`src/rtl/t_counter_pkg.sv`:
```
// Shared types and the next-count rule for the modulo up/down T flip-flop counter.
package t_counter_pkg;

  localparam int MAX_W = 16;

  typedef logic [MAX_W-1:0] cnt_t;

  typedef enum logic {
    DIR_DOWN = 1'b0,
    DIR_UP   = 1'b1
  } dir_e;

  // Out-of-range values (q > last) wrap to 0 going up and to last going down.
  function automatic cnt_t next_count(input cnt_t q, input logic up, input cnt_t last);
    if (up == DIR_UP)
      return (q < last) ? q + cnt_t'(1) : '0;
    else
      return ((q == '0) || (q > last)) ? last : q - cnt_t'(1);
  endfunction

endpackage

```
`src/rtl/t_counter_if.sv`:
```
// Control/data bundle of the counter: load/count controls in, registered count and carry out.
interface t_counter_if #(
  parameter int WIDTH = 4
) ();
  logic             EN;
  logic             UP;
  logic             LOAD;
  logic [WIDTH-1:0] D;
  logic [WIDTH-1:0] Q;
  logic [WIDTH-1:0] not_Q;
  logic             TC;

  modport master (output EN, UP, LOAD, D, input Q, not_Q, TC);
  modport slave  (input EN, UP, LOAD, D, output Q, not_Q, TC);
endinterface

```
`src/rtl/t_counter_tff.sv`:
```
// Rising-edge T flip-flop with synchronous reset and parallel load (RST > LD > T).
module t_ff (
  input  logic CLK,
  input  logic RST,
  input  logic T,
  input  logic LD,
  input  logic LD_VAL,
  output logic Q,
  output logic not_Q
);
  logic r_q;
  logic r_nq;

  // The complement is its own register so not_Q never sees an inverter glitch.
  always_ff @(posedge CLK) begin
    if (RST) begin
      r_q  <= 1'b0;
      r_nq <= 1'b1;
    end else if (LD) begin
      r_q  <= LD_VAL;
      r_nq <= ~LD_VAL;
    end else if (T) begin
      r_q  <= ~r_q;
      r_nq <= ~r_nq;
    end
  end

  assign Q     = r_q;
  assign not_Q = r_nq;
endmodule

```
`src/rtl/t_counter.sv`:
```
// Synchronous modulo-MOD up/down counter built from one T flip-flop per bit, with cascadable TC.
module t_counter
  import t_counter_pkg::*;
#(
  parameter int WIDTH = 4,
  parameter int MOD   = 10
) (
  input  logic    CLK,
  input  logic    RST,
  t_counter_if.slave bus
);
  localparam logic [WIDTH-1:0] LAST = WIDTH'(MOD - 1);

  generate
    if ((WIDTH < 1) || (WIDTH > MAX_W) || (MOD < 2) || (MOD > (1 << WIDTH))) begin : g_bad_param
      $error("t_counter: illegal WIDTH/MOD combination");
    end
  endgenerate

  logic [WIDTH-1:0] w_q;
  logic [WIDTH-1:0] w_nq;
  logic [WIDTH-1:0] w_next;
  logic [WIDTH-1:0] w_t;
  logic             w_at_end;

  assign w_next = WIDTH'(next_count(cnt_t'(w_q), bus.UP, cnt_t'(LAST)));

  // Toggle exactly the bits that differ between the current and next count.
  assign w_t = bus.EN ? (w_q ^ w_next) : '0;

  genvar i;
  generate
    for (i = 0; i < WIDTH; i++) begin : g_bit
      t_ff u_ff (
        .CLK    (CLK),
        .RST    (RST),
        .T      (w_t[i]),
        .LD     (bus.LOAD),
        .LD_VAL (bus.D[i]),
        .Q      (w_q[i]),
        .not_Q  (w_nq[i])
      );
    end
  endgenerate

  assign w_at_end  = bus.UP ? (w_q == LAST) : (w_q == '0);
  assign bus.TC    = ~RST & bus.EN & ~bus.LOAD & w_at_end;
  assign bus.Q     = w_q;
  assign bus.not_Q = w_nq;
endmodule
```
`src/flat_wrapper.sv`:
```
// flat-port wrapper written by rule: the top's interface ports become plain ports
module t_counter_flat import t_counter_pkg::*;
#(
  parameter int WIDTH = 4,
  parameter int MOD   = 10
)
  (CLK, RST, bus_EN, bus_UP, bus_LOAD, bus_D, bus_Q, bus_not_Q, bus_TC);
  t_counter_if #(.WIDTH(WIDTH)) bus_i ();
  input  logic CLK;
  input  logic RST;
  input wire logic [$bits(bus_i.EN)-1:0] bus_EN;
  input wire logic [$bits(bus_i.UP)-1:0] bus_UP;
  input wire logic [$bits(bus_i.LOAD)-1:0] bus_LOAD;
  input wire logic [$bits(bus_i.D)-1:0] bus_D;
  output wire logic [$bits(bus_i.Q)-1:0] bus_Q;
  output wire logic [$bits(bus_i.not_Q)-1:0] bus_not_Q;
  output wire logic [$bits(bus_i.TC)-1:0] bus_TC;
  assign bus_i.EN = bus_EN;
  assign bus_i.UP = bus_UP;
  assign bus_i.LOAD = bus_LOAD;
  assign bus_i.D = bus_D;
  assign bus_Q = bus_i.Q;
  assign bus_not_Q = bus_i.not_Q;
  assign bus_TC = bus_i.TC;
  t_counter #(.WIDTH(WIDTH), .MOD(MOD)) u_core (.CLK(CLK), .RST(RST), .bus(bus_i));
endmodule
```
`config.mk`:
```
export PLATFORM = sky130hd
export DESIGN_NAME = t_counter_flat
export DESIGN_NICKNAME = d
export VERILOG_FILES = /design/src/rtl/t_counter_pkg.sv /design/src/rtl/t_counter_if.sv /design/src/rtl/t_counter_tff.sv /design/src/rtl/t_counter.sv /design/src/flat_wrapper.sv
export SDC_FILE = /design/constraint.sdc
export NUM_CORES = 1
export LEC_CHECK = 0
export CAP_MARGIN = 20
export CORE_MARGIN = 2
export CORE_UTILIZATION = 49
export CTS_CLUSTER_DIAMETER = 40
export DETAILED_ROUTE_END_ITERATION = 10
export PLACE_DENSITY = 0.91
export SLEW_MARGIN = 20
export SYNTH_ARGS = -nofsm -noshare
export SYNTH_HDL_FRONTEND = slang
export SYNTH_HIERARCHICAL = 1
export SYNTH_SLANG_ARGS = --single-unit
```
`constraint.sdc`:
```
create_clock -name CLK -period 3.5 [get_ports CLK]
set_input_delay 0.875 -clock CLK [delete_from_list [all_inputs] [get_ports CLK]]
set_output_delay 0.875 -clock CLK [all_outputs]
set_load 0.01 [all_outputs]
```
# After elaboration in Yosys (flattened, before gate mapping)
# Cells that the tools add are included.
# op_classes
add_sub_neg,2
magnitude_cmp,2
n_eq_ne,1
mux,21
bitwise,18
n_reduce_logical,6
# op_table
op,n
$mux W1,17
$mux W4,4
$not A1 Y1,14
$reduce_bool A2 Y1,4
$add A4 B1 Y4 const B,1
$eq A4 B4 Y1 const B,1
$gt A4 B4 Y1 const B,1
$logic_not A4 Y1,1
$lt A4 B4 Y1 const B,1
$sub A4 B1 Y4 const B,1
$xor A4 B4 Y4,1
$and A1 B1 Y1,3
$logic_or A1 B1 Y1,1
# word_totals
ff_bits,8

# Depth between registers and ports, before layout
# depth
depth_word,8
mapped_depth,8
depth_no_buf,8

# Hierarchy
# Netlist, hierarchy kept.
# by_module_without_submodules
mod,instances,cells_each,area_each_um2
t_ff,4,10,96.3
t_counter,1,41,265.3

# Worst setup path after synthesis
# OpenSTA, ideal clock, no wires.
# synth_path
path_type,input-to-output
from,in bus_UP
to,out bus_TC
arrival_ns,1.627
required_time_ns,2.625
path_slack_ns,0.998
cell_stages,5
n_path_buf,1
cell_sequence,buf_6 > nor2b_1 > and2b_2 > a31oi_1 > nor4_1
# synth_between
elab_chain_cells,2
# synth_lines
element,line_no,text
start: declaration,flat_wrapper.sv:12,input wire logic [$bits(bus_i.UP)-1:0] bus_UP;
$mux W1,t_counter.sv:46,assign w_at_end = bus.UP ? (w_q == LAST) : (w_q == '0);
$and A1 B1 Y1,t_counter.sv:47,assign bus.TC = ~RST & bus.EN & ~bus.LOAD & w_at_end;
end: declaration,flat_wrapper.sv:17,output wire logic [$bits(bus_i.TC)-1:0] bus_TC;
# Every way passes these cells.

# Final worst setup path
# Same ends and word-level chain as after synthesis.

==> results.toml <==
[run_status]
outcome = "completed"

[placed_design]
dp_cells = 114
gp_congestion = 0.694
dpl.hpwl_um = 1140
portBuffers = 17

[routing]
finalWirelength_um = 1490
vias = 637
avgViaCountPerCell = 5.44
drt_iter0_markers = 11
antenna_left = 0
drc = 0
wl_per_cell_um = 12.7
firstDrtPassIters = 4

[synthesis]
ys_async_sr_fraction_pct = 0
syn-num-nets = 93
synthTopCellsByArea = "dfxtp_1, xnor2_1, a211oi_2, nor2_1, ha_1"
synth_top_family_by_area = "compound AO/OA/AOI/OAI gates"
yosys.cell_types.count = 26
synth_edf_count = 0
yosysTopAreaCell = "dfxtp_1"
syn-instance-count = 81
synth_compound_area_share_pct = 25.8
post-synth-top-count-cell = "nor2_1"
yosys.area_share.simple_pct = 24.0
synth_xor_area_share_pct = 10.8
synth_ff_type = "dfxtp_1"
yosys-mux-area-fraction_pct = 1.54
ys_ff_latch = 8
syn_avg_cell_area_sq_um = 8.03
yosysWarnings = 6
synth_top_area_share_pct = 24.6
ys_seq_area_share_pct = 24.6
synth_fa_ha_area_share_pct = 5.77
synth_common_cells = "nor2_1, dfxtp_1, xnor2_1"
syn_area_sq_um = 651

[floorplan]
rows = 13
start_util_pct = 51.3
die_area_sq_mm = 0.00164
dieHeight_um = 40.4
die_w_um = 40.4
coreArea_sq_mm = 0.00127
ioPinCount = 18

[clock_tree]
cts_sinks = 8
ctsResizeCount = 0
cts_htree_levels = 1
cts_setup_buffers = 0
clock_path_buffers = 2
clkSlewWorstSetupHoldPaths_ns = 0.05
ctsRootBufferMaster = "clkbuf_4"
cts_hold_buffers = 0
clock_latency_ns = 0.26
numCtsBuffers = 3
cts_tree = "done"

[power_and_ir_drop]
clock_power_share_pct = 23.4
p_comb_share_pct = 39.4
p_total_uw = 307
p_seq_share_pct = 37.2
switching_share_pct = 33.1
power_density_mw_per_mm2 = 356
intPower_uw = 205
ir_drop_v = 0.000230
leakagePower_uw = 0.000352
p_sw_uw = 101

[setup_path]
worstPathMaxFanout = 2
crit_arrival_ns = 2.47
critical_path_class = "input pin to output pin"
endpoint_kind = "output pin"
cp_data_required_time_ns = 2.62
r2r_cells = 8
critPathLaunchType = "input pin"

[sta]
fmax_mhz = 299
setup_violations = 0
setup_tns_ns = 0
period_share_pct = 95.4
slew-limit-headroom_pct = 72.9
worst_pin_slew_ns = 0.406
fin_hold_ws_ns = 0.582
final_hold_viol_count = 0
slew_viol_final = 0
rsz0062_at_grt = "false"
finClkSkew_ns = 0.00214
period_minus_slack_ns = 3.34

[global_routing]
antenna_found_initial = 0
grt-ovfl-total = 0
grt_pass1_vias = 535
grt_pass1_wl_um = 2240
grt_max_degree = 17
grtUsageTotal_pct = 21.4

[final_layout]
area_delta_synth_final_pct = 32.5
num-nets-final = 116
final_core_util_pct = 67.9
final_layout_size_suffix_gt1_share_pct = 11.8
antenna_cells = 0
final-instance-count-excl-fill = 117

[flow_run]
maxCapViolations = 0

[worst_hold_path]
hold_depth = 2
hold_class = "register to register"
-- layout by cell type, fill, tap and decap left out, drive strengths merged --
cell type      netlist  layout
a21oi                3       3
nand2                6       6
nor2b                5       5
nand3                1       1
dfxtp                8       8
a2bb2oi              4       4
o22ai                1       1
a21boi               1       1
buf                  2       3
ha                   3       3
and2b                3       3
o311a                1       1
nor2                11      11
o21a                 1       1
nand4                1       1
a211oi               4       4
a31oi                1       1
inv                  7       7
o21ai                4       4
o211a                1       1
clkdlybuf4s50        0      17
clkbuf               0       3
xnor2                8       8
nand2b               3       3
nor4                 1       1
mux2i                1       1
-- kinds of logic after synthesis --
| group | count (synthesis) |
|---|---|
| simple gates | 31 |
| buf+inv | 9 |
| flops | 8 |
| fa+ha+maj | 3 |
| xor+xnor | 8 |
| compound gates | 21 |
| mux | 1 |
-- metal layers --
| metal | track usage [%] | up-vias | part of all wire, % |
|---|---|---|---|
| met5 | 0 | - | 0 |
| met4 | 11.7 | 0 | 1.8 |
| li1 | - | 319 | - |
| met3 | 5.56 | 4 | 5.6 |
| met1 | 25.6 | 295 | 46 |
| met2 | 34.5 | 19 | 47 |
-- cell type report --
cell class	instances	area (sq um)
Sequential cell	8	160
Fill cell	109	407
Inverter	7	26.3
Multi-Input combinational cell	64	442
Clock buffer	3	22.5
Timing Repair Buffer	20	193
Tap cell	15	18.8
-- metrics by stage --
| stage | instance area (sq um) | worst slack (ns) |
|---|---|---|
| floorplan | 651 | 0.998 |
| global placement | 840 | 0.243 |
| detailed placement | 840 | 0.168 |
| CTS | 862 | 0.149 |
| global route | 862 | 0.0411 |
| finish | 862 | 0.160 |
-- registers in the layout, indices dropped and copies added (netlist names) --
name and cells:
u_core/g_bit.u_ff/Q 4, u_core/g_bit.u_ff/not_Q 4
-- final timing paths --
check / slack [ns] / startpoint / endpoint
worst max-delay path: 0.16 / bus_UP / bus_TC
worst min-delay path: 0.58 / u_core/g_bit[1].u_ff/not_Q / u_core/g_bit[1].u_ff/not_Q
worst max register to register: 1.35 / u_core/g_bit[0].u_ff/Q / u_core/g_bit[1].u_ff/Q
worst min register to register: 0.58 / u_core/g_bit[1].u_ff/not_Q / u_core/g_bit[1].u_ff/not_Q
-- power by group through the flow --
| stage | Sequential, uW | Combinational (uW) | Clock, uW |
|---|---|---|---|
| floorplan | 116 | 73.2 | 0 |
| global placement | 115 | 114 | 0 |
| detailed placement | 116 | 119 | 0 |
| CTS | 114 | 120 | 73.1 |
| global route | 116 | 130 | 77.6 |
| finish | 114 | 121 | 71.7 |
-- worst max-delay path: stages --
cell and delay [ns]:
clkdlybuf4s50_1 0.42, nor2b_1 0.17, and2b_2 0.17, a31oi_1 0.04
nor4_1 0.20, clkdlybuf4s50_1 0.59
Power figures use the tool's default switching activity.
==> RTL edit (config.mk and constraints unchanged) <==
Reset style: asynchronous (`RST`), changed in one clocked block. Comments in the files are not updated.
--- a/src/rtl/t_counter_tff.sv
+++ b/src/rtl/t_counter_tff.sv
@@ -12,7 +12,7 @@
   logic r_nq;
 
   // The complement is its own register so not_Q never sees an inverter glitch.
-  always_ff @(posedge CLK) begin
+  always_ff @(posedge CLK or posedge RST) begin
     if (RST) begin
       r_q  <= 1'b0;
       r_nq <= 1'b1;
Check against the original RTL: differs if RST is asserted again (counterexample within 4 cycles, from zero or initial values and one cycle with RST high); with RST held inactive, the same outputs for 10 cycles.
==> RTL edit against the unedited design <==
- final area down 3.6%
- synthesized area decreased by 4.6%
- total power is 32% higher
- wire length is 3.9% lower
- sequential cell count did not move
- setup slack better by 0.013 ns
- fmax grew 0.40%
- clock skew grew 0.0038 ns
==> RTL edit: results (changes against the unedited design) <==
| Metric | Value |
|---|---|
| Seq/Total Area, Yosys | `0.331 (+0.0845)` |
| Met2 usage | `0.434 (+0.0892)` |
| Reg2reg start | `u_core/g_bit[0].u_ff/Q` |
| Clk_skew | `0.00597 ns (+0.00383 ns)` |
| Fillers | `95 (-13%)` |
| Hold Crit Start | `u_core/g_bit[0].u_ff/not_Q` |
| Largest net degree at the start of global routing | `15 (-2)` |
| Post-synthesis mux area share | `0.0161 (+0.000744)` |
| Sequential Area | `205 sq um (+28%)` |
| Initial drt markers | `9 (-2)` |
| Dpl hpwl | `1190 microns (+4.5%)` |
| Placement Cell Area | `808 sq um (-3.7%)` |
| Syn Nets | `85 (-8.6%)` |
| Total track usage | `0.240 (+0.0255)` |
| Switching share of total power | `0.357 (+0.0268)` |
| Seq_cells | `8 (unchanged)` |
| Avg Inst Size Synth | `8.50 sq um (+5.8%)` |
| Critical path arrival | `2.45 ns (-0.02 ns)` |
| DP Worst Slack | `0.175 ns (+0.00733 ns)` |
| GP Congestion | `0.703 (+1.4%)` |
| Met3 Usage GRT | `0.0284 (-0.0271)` |
| CTS clock-pin slew for the worst setup and hold paths | `0.05 ns (about the same)` |
| Via density | `5.31 (-2.6%)` |
| Sequential power share | `0.364 (-0.008)` |
| Vias in the first global route | `567 (+6.0%)` |
| Final WL | `1430 microns (-3.9%)` |
| Global-route wire length before repair | `2450 microns (+9.2%)` |
| CP max FO | `4 (+2)` |
| Main flop type after synthesis | `dfstp_2` |
| Pwr dens | `486 nW/um^2 (+37%)` |
| Share of cells above drive strength 1 | `0.128 (+0.0100)` |
| Metal2 WL | `739 microns (+6.5%)` |
| Footprint of the multi-input gates | `367 sq um (-17%)` |
| #MultiIn Comb | `56 (-13%)` |
| Adder-cell area share of the yosys netlist | `0.0605 (+0.00279)` |
| Top cells by area, synth | `dfstp_2 (17%), dfrtp_1 (16%), ha_1 (6.0%), o21a_1 (6.0%), xnor2_1 (5.6%)` |
| Clock network power share | `0.166 (-0.068)` |
| Post-synth top cells | `inv_1 (7), nor2_1 (7), nand2_1 (6), o21ai_1 (6), o21a_1 (5)` |
| Die area | `1570 sq um (-4.2%)` |
| Share of synthesized registers carrying an async set or reset | `1.00 (+1.00)` |
| Hold Path Class | `reg2reg` |
| Final #Nets | `108 (-6.9%)` |
| NonClk Buf Share | `0.232 (+0.00842)` |
| Peak supply drop | `0.314 mV (+36%)` |
| Pleak | `0.366 nW (+4.2%)` |
| Synth Area in Compound Gates | `0.214 (-0.0440)` |
| Met3 WL post-DR | `83 microns (-1.2%)` |
| Met1 GRT Util | `0.287 (+0.0314)` |
| Final clock-cell share | `0.0271 (+0.000984)` |
| Status | `completed` |
| DRT met1 WL | `590 microns (-13%)` |
| Post-route insts no fill | `108 (-7.7%)` |
-- RTL edit: logic make-up (layout without fill, tap and decap cells) --
| logic type | count (synthesis) | after routing |
|---|---|---|
| buffers and inverters | 9 | 30 |
| XOR/XNOR | 8 | 8 |
| multiplexers | 1 | 1 |
| AND/OR/NAND/NOR | 23 | 23 |
| flip-flops | 8 | 8 |
| AO/OA/AOI/OAI | 21 | 21 |
| adder cells (fa/ha/maj) | 3 | 3 |
-- RTL edit: path summary, 6_finish.rpt --
path	endpoint	slack, ns	depth (start not counted)
min	u_core/g_bit[0].u_ff/not_Q	0.67	2
min reg2reg	u_core/g_bit[0].u_ff/not_Q	0.67	2
max in group asynchronous	u_core/g_bit[3].u_ff/not_Q	2.41	2
min in group asynchronous	u_core/g_bit[2].u_ff/Q	0.87	2
max	bus_TC	0.17	6
max reg2reg	u_core/g_bit[1].u_ff/not_Q	1.44	8
